<file path="src/rtl/clut_map_pkg.sv">
// Shared constants and FSM state type for the clutter-map stream reader.
// Optional build macro: CLUT_RD_EDGE_ZERO_EN (see clut_map_reader).
package clut_map_pkg;

  localparam int unsigned DEF_ROW_LEN = 32;
  localparam int unsigned DEF_N_ROW   = 64;
  localparam int unsigned DEF_N_CPI   = 120;
  localparam int unsigned DEF_RAM_LAT = 2;
  localparam int unsigned DEF_AW      = 18;
  localparam int unsigned PLANE_WORDS = DEF_N_ROW * DEF_ROW_LEN;
  localparam int unsigned MAP_DW      = 16;
  localparam int unsigned N_LANES     = 3;

  typedef enum logic [1:0] {
    StIdle,
    StRun,
    StDrain
  } state_e;

endpackage

</file>
<file path="src/rtl/clut_map_reader_align.sv">
// Read-latency alignment for the three map lanes: delays the per-lane read enables
// and registers each lane's RAM word on the cycle it is valid, zero otherwise.
module clut_rd_align
  import clut_map_pkg::*;
#(
  parameter int unsigned LAT   = DEF_RAM_LAT,
  parameter int unsigned DW    = MAP_DW,
  parameter int unsigned LANES = N_LANES
) (
  input  logic                       sys_clk,
  input  logic                       rst_n,
  input  logic [LANES-1:0]           rd_en,
  input  logic [LANES-1:0][DW-1:0]   rd_data,
  output logic                       vld,
  output logic [LANES-1:0][DW-1:0]   dout,
  output logic                       pending
);

  logic [LANES-1:0]         en_sr_q [LAT];
  logic                     vld_q;
  logic [LANES-1:0][DW-1:0] dout_q;

  always_ff @(posedge sys_clk or negedge rst_n) begin
    if (!rst_n) begin
      for (int unsigned i = 0; i < LAT; i++) en_sr_q[i] <= '0;
      vld_q  <= 1'b0;
      dout_q <= '0;
    end else begin
      en_sr_q[0] <= rd_en;
      for (int unsigned i = 1; i < LAT; i++) en_sr_q[i] <= en_sr_q[i-1];
      vld_q <= |en_sr_q[LAT-1];
      // A lane whose enable was masked contributes zero even while the stream is valid.
      for (int unsigned l = 0; l < LANES; l++) begin
        dout_q[l] <= en_sr_q[LAT-1][l] ? rd_data[l] : '0;
      end
    end
  end

  always_comb begin
    pending = vld_q;
    for (int unsigned i = 0; i < LAT; i++) pending = pending | (|en_sr_q[i]);
  end

  assign vld  = vld_q;
  assign dout = dout_q;

endmodule

</file>
<file path="src/rtl/clut_map_reader.sv">
// Clutter-map plane reader: streams planes c-1, c, c+1 gap-free and lock-stepped.
// Build macro CLUT_RD_EDGE_ZERO_EN: no plane wrap; edge neighbours are masked and zeroed.
module clut_map_reader
  import clut_map_pkg::*;
#(
  parameter int unsigned ROW_LEN = DEF_ROW_LEN,
  parameter int unsigned N_ROW   = DEF_N_ROW,
  parameter int unsigned N_CPI   = DEF_N_CPI,
  parameter int unsigned RAM_LAT = DEF_RAM_LAT,
  parameter int unsigned AW      = DEF_AW,
  parameter int unsigned FLUSH   = 2 * ROW_LEN
) (
  input  logic          sys_clk,
  input  logic          rst_n,
  input  logic          start,
  input  logic [15:0]   clut_cpi,
  output logic          busy,
  output logic          done,
  output logic          start_err,
  output logic          map_rd_en,
  output logic [AW-1:0] map_rd_addr1,
  output logic [AW-1:0] map_rd_addr2,
  output logic [AW-1:0] map_rd_addr3,
  input  logic [15:0]   map_rd_data1,
  input  logic [15:0]   map_rd_data2,
  input  logic [15:0]   map_rd_data3,
  output logic          radmap_rd_vld,
  output logic [15:0]   radmap_rd_din1,
  output logic [15:0]   radmap_rd_din2,
  output logic [15:0]   radmap_rd_din3
);

  localparam int unsigned PlaneWords = N_ROW * ROW_LEN;
  localparam int unsigned KW         = (PlaneWords > 1) ? $clog2(PlaneWords) : 1;
  localparam int unsigned FW         = $clog2(FLUSH + 1);
  localparam logic [KW-1:0] KLast    = KW'(PlaneWords - 1);
  localparam logic [FW-1:0] FLast    = FW'(FLUSH - 1);

  state_e         state_q, state_d;
  logic [KW-1:0]  k_q, k_d;
  logic [FW-1:0]  flush_q, flush_d;
  logic           busy_q, busy_d;
  logic           done_q, done_d;
  logic           err_q, err_d;
  logic           load;
  logic           pipe_pending;

  logic [AW-1:0]  addr1_q, addr2_q, addr3_q;
  logic [2:0]     lane_en_q;
  logic [2:0]     lane_mask;
  logic [2:0]     rd_en_vec;
  logic           cpi_ok;
  logic [15:0]    prev_cpi, next_cpi;

  logic [N_LANES-1:0][MAP_DW-1:0] rd_data, dout;

  // Constant multiply, evaluated only when a request is accepted.
  function automatic logic [AW-1:0] plane_base(input logic [15:0] cpi);
    return AW'((32'(cpi) - 32'd1) * PlaneWords);
  endfunction

  always_comb begin
    cpi_ok   = (clut_cpi != 16'd0) && (32'(clut_cpi) <= N_CPI);
    prev_cpi = (clut_cpi == 16'd1) ? 16'(N_CPI) : clut_cpi - 16'd1;
    next_cpi = (32'(clut_cpi) == N_CPI) ? 16'd1 : clut_cpi + 16'd1;
`ifdef CLUT_RD_EDGE_ZERO_EN
    lane_mask = {32'(clut_cpi) != N_CPI, 1'b1, clut_cpi != 16'd1};
`else
    lane_mask = 3'b111;
`endif
  end

  always_comb begin
    state_d = state_q;
    k_d     = k_q;
    flush_d = flush_q;
    busy_d  = busy_q;
    done_d  = 1'b0;
    err_d   = 1'b0;
    load    = 1'b0;
    unique case (state_q)
      StIdle: begin
        if (start) begin
          if (cpi_ok) begin
            state_d = StRun;
            busy_d  = 1'b1;
            k_d     = '0;
            load    = 1'b1;
          end else begin
            err_d = 1'b1;
          end
        end
      end
      StRun: begin
        if (k_q == KLast) begin
          state_d = StDrain;
          k_d     = '0;
          flush_d = '0;
        end else begin
          k_d = k_q + 1'b1;
        end
      end
      StDrain: begin
        // Flush count only starts once the last valid word has left the pipe.
        if (pipe_pending) begin
          flush_d = '0;
        end else if (flush_q == FLast) begin
          state_d = StIdle;
          flush_d = '0;
          done_d  = 1'b1;
          busy_d  = 1'b0;
        end else begin
          flush_d = flush_q + 1'b1;
        end
      end
      default: state_d = StIdle;
    endcase
  end

  always_ff @(posedge sys_clk or negedge rst_n) begin
    if (!rst_n) begin
      state_q <= StIdle;
      k_q     <= '0;
      flush_q <= '0;
      busy_q  <= 1'b0;
      done_q  <= 1'b0;
      err_q   <= 1'b0;
    end else begin
      state_q <= state_d;
      k_q     <= k_d;
      flush_q <= flush_d;
      busy_q  <= busy_d;
      done_q  <= done_d;
      err_q   <= err_d;
    end
  end

  always_ff @(posedge sys_clk or negedge rst_n) begin
    if (!rst_n) begin
      addr1_q   <= '0;
      addr2_q   <= '0;
      addr3_q   <= '0;
      lane_en_q <= '0;
    end else if (load) begin
      addr1_q   <= plane_base(prev_cpi);
      addr2_q   <= plane_base(clut_cpi);
      addr3_q   <= plane_base(next_cpi);
      lane_en_q <= lane_mask;
    end else if (state_q == StRun) begin
      if (k_q == KLast) begin
        addr1_q <= '0;
        addr2_q <= '0;
        addr3_q <= '0;
      end else begin
        addr1_q <= addr1_q + 1'b1;
        addr2_q <= addr2_q + 1'b1;
        addr3_q <= addr3_q + 1'b1;
      end
    end
  end

  assign rd_en_vec    = lane_en_q & {3{state_q == StRun}};
  assign map_rd_en    = |rd_en_vec;
  assign map_rd_addr1 = addr1_q;
  assign map_rd_addr2 = addr2_q;
  assign map_rd_addr3 = addr3_q;
  assign busy         = busy_q;
  assign done         = done_q;
  assign start_err    = err_q;
  assign rd_data      = {map_rd_data3, map_rd_data2, map_rd_data1};

  clut_rd_align #(
    .LAT   (RAM_LAT),
    .DW    (MAP_DW),
    .LANES (N_LANES)
  ) u_align (
    .sys_clk (sys_clk),
    .rst_n   (rst_n),
    .rd_en   (rd_en_vec),
    .rd_data (rd_data),
    .vld     (radmap_rd_vld),
    .dout    (dout),
    .pending (pipe_pending)
  );

  assign radmap_rd_din1 = dout[0];
  assign radmap_rd_din2 = dout[1];
  assign radmap_rd_din3 = dout[2];

endmodule
</file>
<file path="config.mk">
export PLATFORM = sky130hd
export DESIGN_NAME = clut_map_reader
export DESIGN_NICKNAME = d
export VERILOG_FILES = /design/src/rtl/clut_map_pkg.sv /design/src/rtl/clut_map_reader_align.sv /design/src/rtl/clut_map_reader.sv
export SDC_FILE = /design/constraint.sdc
export NUM_CORES = 1
export LEC_CHECK = 0
export ABC_CLOCK_PERIOD_IN_PS = 2300
export BUFFER_PORTS_ARGS = -buffer_cell sky130_fd_sc_hd__buf_2
export CAP_MARGIN = 20
export CELL_PAD_IN_SITES_DETAIL_PLACEMENT = 1
export CELL_PAD_IN_SITES_GLOBAL_PLACEMENT = 1
export CORE_MARGIN = 3
export CORE_UTILIZATION = 38
export DETAILED_ROUTE_END_ITERATION = 16
export GPL_ROUTABILITY_DRIVEN = 0
export PLACE_DENSITY = 0.8
export SKIP_LAST_GASP = 1
export SLEW_MARGIN = 15
export SYNTH_ARGS = -nofsm -noshare
export SYNTH_HDL_FRONTEND = slang
export SYNTH_HIERARCHICAL = 1
export SYNTH_SLANG_ARGS = --single-unit
</file>
<file path="constraint.sdc">
create_clock -name sys_clk -period 2.3 [get_ports sys_clk]
set_input_delay 0.115 -clock sys_clk [delete_from_list [all_inputs] [get_ports sys_clk]]
set_output_delay 0.115 -clock sys_clk [all_outputs]
set_load 0.03 [all_outputs]
</file>
-- Word-level counts from Yosys, hierarchy flattened
Cells that the tools add are included.
- output and inout bits: 107
- input bits: 67
- logic and storage cells: 97
- flip-flop bits (word level): 133
- multiplexer cells: 42
- magnitude comparators: 1
- reduce and logical (&&, ||, !) cells: 14
- equality and inequality tests: 11
- add/sub/neg operators: 10
- bitwise logic cells: 3
- operator list (operator ; number):
    18-bit 2-to-1 mux ; 9
    18-bit by 1-bit adder with 18-bit output, second input constant ; 3
    16-bit 2-to-1 mux ; 3
    7-bit 2-to-1 mux ; 5
    11-bit 2-to-1 mux ; 3
    7-bit by 1-bit subtractor with 7-bit output, second input constant ; 4
    11-bit case mux with 2 select lines ; 1
    16-bit by 1-bit == test with 1-bit output, second input constant ; 1
    16-bit by 7-bit == test with 1-bit output, second input constant ; 1
    16-bit by 7-bit less-or-equal comparator with 1-bit output, second input constant ; 1
    16-bit nonzero test ; 1
    7-bit by 1-bit adder with 7-bit output, second input constant ; 2
    7-bit case mux with 2 select lines ; 1
    1-bit 2-to-1 mux ; 13
    11-bit by 1-bit adder with 11-bit output, second input constant ; 1
    11-bit == test, second input constant ; 1
    2-bit 2-to-1 mux ; 5
    2-bit != test, second input constant ; 5
    5-bit AND reduction ; 2
    3-bit OR reduction ; 3
    2-bit nonzero test ; 4
    7-bit by 6-bit == test with 1-bit output, second input constant ; 1
    2-bit case mux with 3 select lines ; 1
    3-bit AND ; 1
    8 further kinds ; 9

-- Logic depth before layout (Yosys ltp)
- depth in word-level cells: 6
- depth in mapped cells: 9
- gate-level depth less buffers: 7

-- Hierarchy
The synthesis kept the hierarchy.
- by module, submodules not included (module ; sequential area each (um^2) ; instances ; area an instance (um^2) ; cells each):
    clut_map_reader ; 1951.9 ; 1 ; 4892.2 ; 578
    clut_rd_align ; 1376.3 ; 1 ; 1726.7 ; 109

-- Least setup slack after synthesis
Ideal clock, no wire load.
- path type: register to register
- start: register addr3_q[4], in the netlist map_rd_addr3[4]
- end: register addr3_q[17], in the netlist map_rd_addr3[17]
- stages on the path, launching flop included: 7
- setup time: 0.128 ns
- path buffers: 1
- clock period less this slack: 1.980 ns
- data required time: 2.172 ns
- data arrival time: 1.852 ns
- slack: 0.320 ns
- cell sequence: dfrtp_1 > buf_2 > nand4_1 > nor4_1 > a311oi_1 > a311oi_1 > a21oi_1
- longest elaborated chain between the ends: 4
- RTL lines (element ; RTL line ; source):
    start: declaration ; clut_map_reader.sv:48 ; logic [AW-1:0] addr1_q, addr2_q, addr3_q;
    start signal: assignment ; clut_map_reader.sv:147 ; addr3_q <= plane_base(next_cpi);
    start signal: assignment ; clut_map_reader.sv:157 ; addr3_q <= addr3_q + 1'b1;
    18-bit by 1-bit adder with 18-bit output ; clut_map_reader.sv:157 ;
    18-bit 2-to-1 mux ; clut_map_reader.sv:150 ; if (k_q == KLast) begin
    18-bit 2-to-1 mux ; clut_map_reader.sv:149 ; end else if (state_q == StRun) begin
    18-bit 2-to-1 mux ; clut_map_reader.sv:144 ; end else if (load) begin
Every way passes these cells. The select of a mux whose other input is x is not followed.
A chain may end at the register's enable or synchronous reset.

-- Worst setup path after layout
- start: register k_q[0]
- end: register flush_q[4]
- longest elaborated chain between the ends: 3
- RTL lines (element ; RTL line ; source):
    start: declaration ; clut_map_reader.sv:40 ; logic [KW-1:0] k_q, k_d;
    start signal: assignment ; clut_map_reader.sv:130 ; k_q <= k_d;
    11-bit == test ; clut_map_reader.sv:95 ; if (k_q == KLast) begin
    2-bit != test (no line) ; n/a ;
    2-bit AND reduction (no line) ; n/a ;
    end signal: assignment ; clut_map_reader.sv:131 ; flush_q <= flush_d;
    end: declaration ; clut_map_reader.sv:41 ; logic [FW-1:0] flush_q, flush_d;
Every way passes these cells.

==> results.yml <==
clock_network:
  cts_hold_buffers: 49
  cts_tree: "yes"
  clk_latency_ps: 430
  cts.path.max_buffers: 2
  clock-root-buffer: "clkbuf_16"
  clock-sinks: 133
  cts_setup_buffers: 0
  post_cts_resized: 0
  cts_htree_levels: 4
  clkTransAtPathRegs_ps: 60
  cts_inserted_buffers: 17
setup_path:
  crit_path_start_kind: "flop"
  rr_worst_depth: 7
  cp_top_family: "simple AND/OR/NAND/NOR gates"
  required_ps: 2610
  crit_chain: "ha_1 > nand4_2 > nor3_2 > buf_4 > a21oi_1 > o21ai_0 > o31ai_1"
  regToRegEndpoint: "flush_q[4]$_DFFE_PN0P_"
  cp-startpoint: "k_q[0]$_DFFE_PN0P_"
  reg2reg_slack_ps: 230
  crit_end: "flush_q[4]$_DFFE_PN0P_"
  crit_buf_inv: 1
  r2r_start: "k_q[0]$_DFFE_PN0P_"
  cp.arrival_ps: 2380
  cp-end-kind: "flop"
  path_depth: 7
  critPathMaxStageDelay_ps: 410
  critPathKind: "flop to flop"
  slowest_stage: "dfrtp_1"
  path_max_fanout: 15
global_routing:
  grt_first_pass_wirelength_um: 34700
  grt_pass1_vias: 6573
  grt_use_total: 0.233
  grt_overflow: 0
  grt_antenna_before_repair: 1
  grt_max_degree: 56
route:
  post_drt_wl_per_cell_um: 19.2
  first_iter_violations: 269
  drcViolationCount: 0
  drt_first_pass_iters: 6
  vias_per_cell: 5.47
  vias: 6317
  postRouteAntennaNets: 0
  drt_wl_total_um: 22100
synthesis:
  synth_edf_count: 0
  ys_ff_latch: 133
  synth_top_area_frac: 0.503
  synth_top_cell_by_area: "dfrtp_1"
  postSynthNetCount: 764
  yosysSeqAreaShare: 0.503
  ys_types: 61
  syn_inst: 687
  syn_area_um2: 6620
  synthArstFlopShare: 1.00
  avgSynthCellArea_um2: 9.63
  synth_flop_cell: "dfrtp_1"
  yosys-top-cells-area: "dfrtp_1 50%, and2_1 4.8%, o21ai_0 3.6%"
  yosys-top-cells-count: "133 x dfrtp_1, 51 x and2_1, 48 x o21ai_0, 47 x nor2_1, 42 x a21oi_1"
  synth.most_common_cell: "dfrtp_1"
  yosys_warnings: 6
sta:
  fin_skew_ps: 11.6
  maxSlewViolCount: 0
  fin_ws_ps: 225
  fmax_mhz: 482
  finalSetupViolations: 0
  slew_headroom: 0.614
  setup_tns_ps: 0
  min_period_ps: 2070
  worst_pin_slew_ps: 579
  period_share: 0.902
  holdWs_ps: 91.2
  rsz0062_at_grt: "false"
  finalHoldViolCount: 0
die:
  io_pins: 174
  rows: 47
  die_area_um2: 19000
  die_w_um: 138
  core_area_um2: 16800
  initial_core_util: 0.394
  die_h_um: 138
pwr:
  ir_drop_mv: 0.455
  pwr_density_cell_nw_per_um2: 677
  p_leak_nw: 4.40
placement:
  dp_slack_ps: 188
  dp.cells: 1074
  io_buffers: 173
  hpwlAfterDp_um: 14300
job:
  maxCapViolations: 0
final_layout:
  drive_gt1_frac: 0.272
  syn_to_final_growth_pct: 36.1
  fin_nets: 999
  fin_cells: 1155
worst_hold_path:
  hp-class: "input pin to flop"
  min_from: "start"
outcome:
  status: "complete, no violations"
-- worst min-delay path: stages --
cell	delay, ps
buf_2	90
inv_1	90
or4_1	120
a21oi_1	60
-- per-layer routing --
metal	vias up	global-route usage	share of wire
met1	3123	0.279	0.42
met2	204	0.414	0.50
met4	0	0.0626	0.016
met3	30	0.0602	0.065
li1	2960	-	-
met5	-	0	0
-- cells by family after synthesis --
family,count (synthesis),synth area share
AND/OR/NAND/NOR,279,0.238
AO/OA/AOI/OAI,192,0.172
flip-flops,133,0.503
buffers and inverters,48,0.0329
XOR/XNOR,17,0.0225
adder cells (fa/ha/maj),10,0.0189
multiplexers,8,0.0130
-- state kept, by name, indices dropped and copies added, names as in the netlist, 2 cells and up --
| register | count |
|---|---|
| u_align/en_sr_q | 6 |
| map_rd_addr1 | 18 |
| map_rd_addr3 | 18 |
| state_q | 2 |
| map_rd_addr2 | 18 |
| k_q | 11 |
| flush_q | 7 |
| u_align/dout | 48 |
-- power by group --
group	internal (mW)	total, mW	switching, mW
logic	0.267	0.608	0.341
registers	2.42	2.48	0.0680
clock network	1.93	3.01	1.08
-- cell type report --
cell class,count,area (um2)
Inverter,14,52.6
Antenna cell,1,2.50
Fill cell,1948,7810
Sequential cell,133,3330
Clock inverter,14,224
Tap cell,220,275
Clock buffer,17,425
Timing Repair Buffer,250,1620
Multi-Input combinational cell,506,3080
-- worst min-delay path by stage --
stage | to | slack, ps | depth (start not counted)
floorplan | busy$_DFFE_PN0P_ | -180 | 0
global placement | u_align/dout[34]$_DFF_PN0_ | 120 | 1
detailed placement | u_align/dout[39]$_DFF_PN0_ | 130 | 1
CTS | state_q[0]$_DFFE_PN0P_ | 90 | 4
global route | state_q[0]$_DFFE_PN0P_ | 130 | 4
finish | state_q[0]$_DFFE_PN0P_ | 90 | 4
-- cell usage in the layout (no fill, tap or decap), types with 10 or more instances in the layout --
cell type	netlist	layout
buf_2	15	172
dfrtp_1	133	133
and2_1	51	51
dlygate4sd3_1	0	49
o21ai_0	48	48
nor2_1	47	47
a21oi_1	42	42
o21ai_1	40	40
nand2_1	38	38
nand3_1	35	35
buf_4	1	24
nand4_1	17	17
a31oi_1	17	17
nor3_1	18	17
clkbuf_16	0	17
inv_1	14	14
nor4_1	12	12
xnor2_1	10	10
nand2b_1	10	10
ha_1	10	10
-- stage by stage --
step	area, um2	power [mW]	util
CTS	9010	6.16	0.535
finish	9010	6.10	0.536
detailed placement	7870	3.06	0.468
floorplan	6620	2.81	-
global placement	7870	3.04	0.468
global route	9010	6.34	0.536
(Power assumes the default switching activity.)
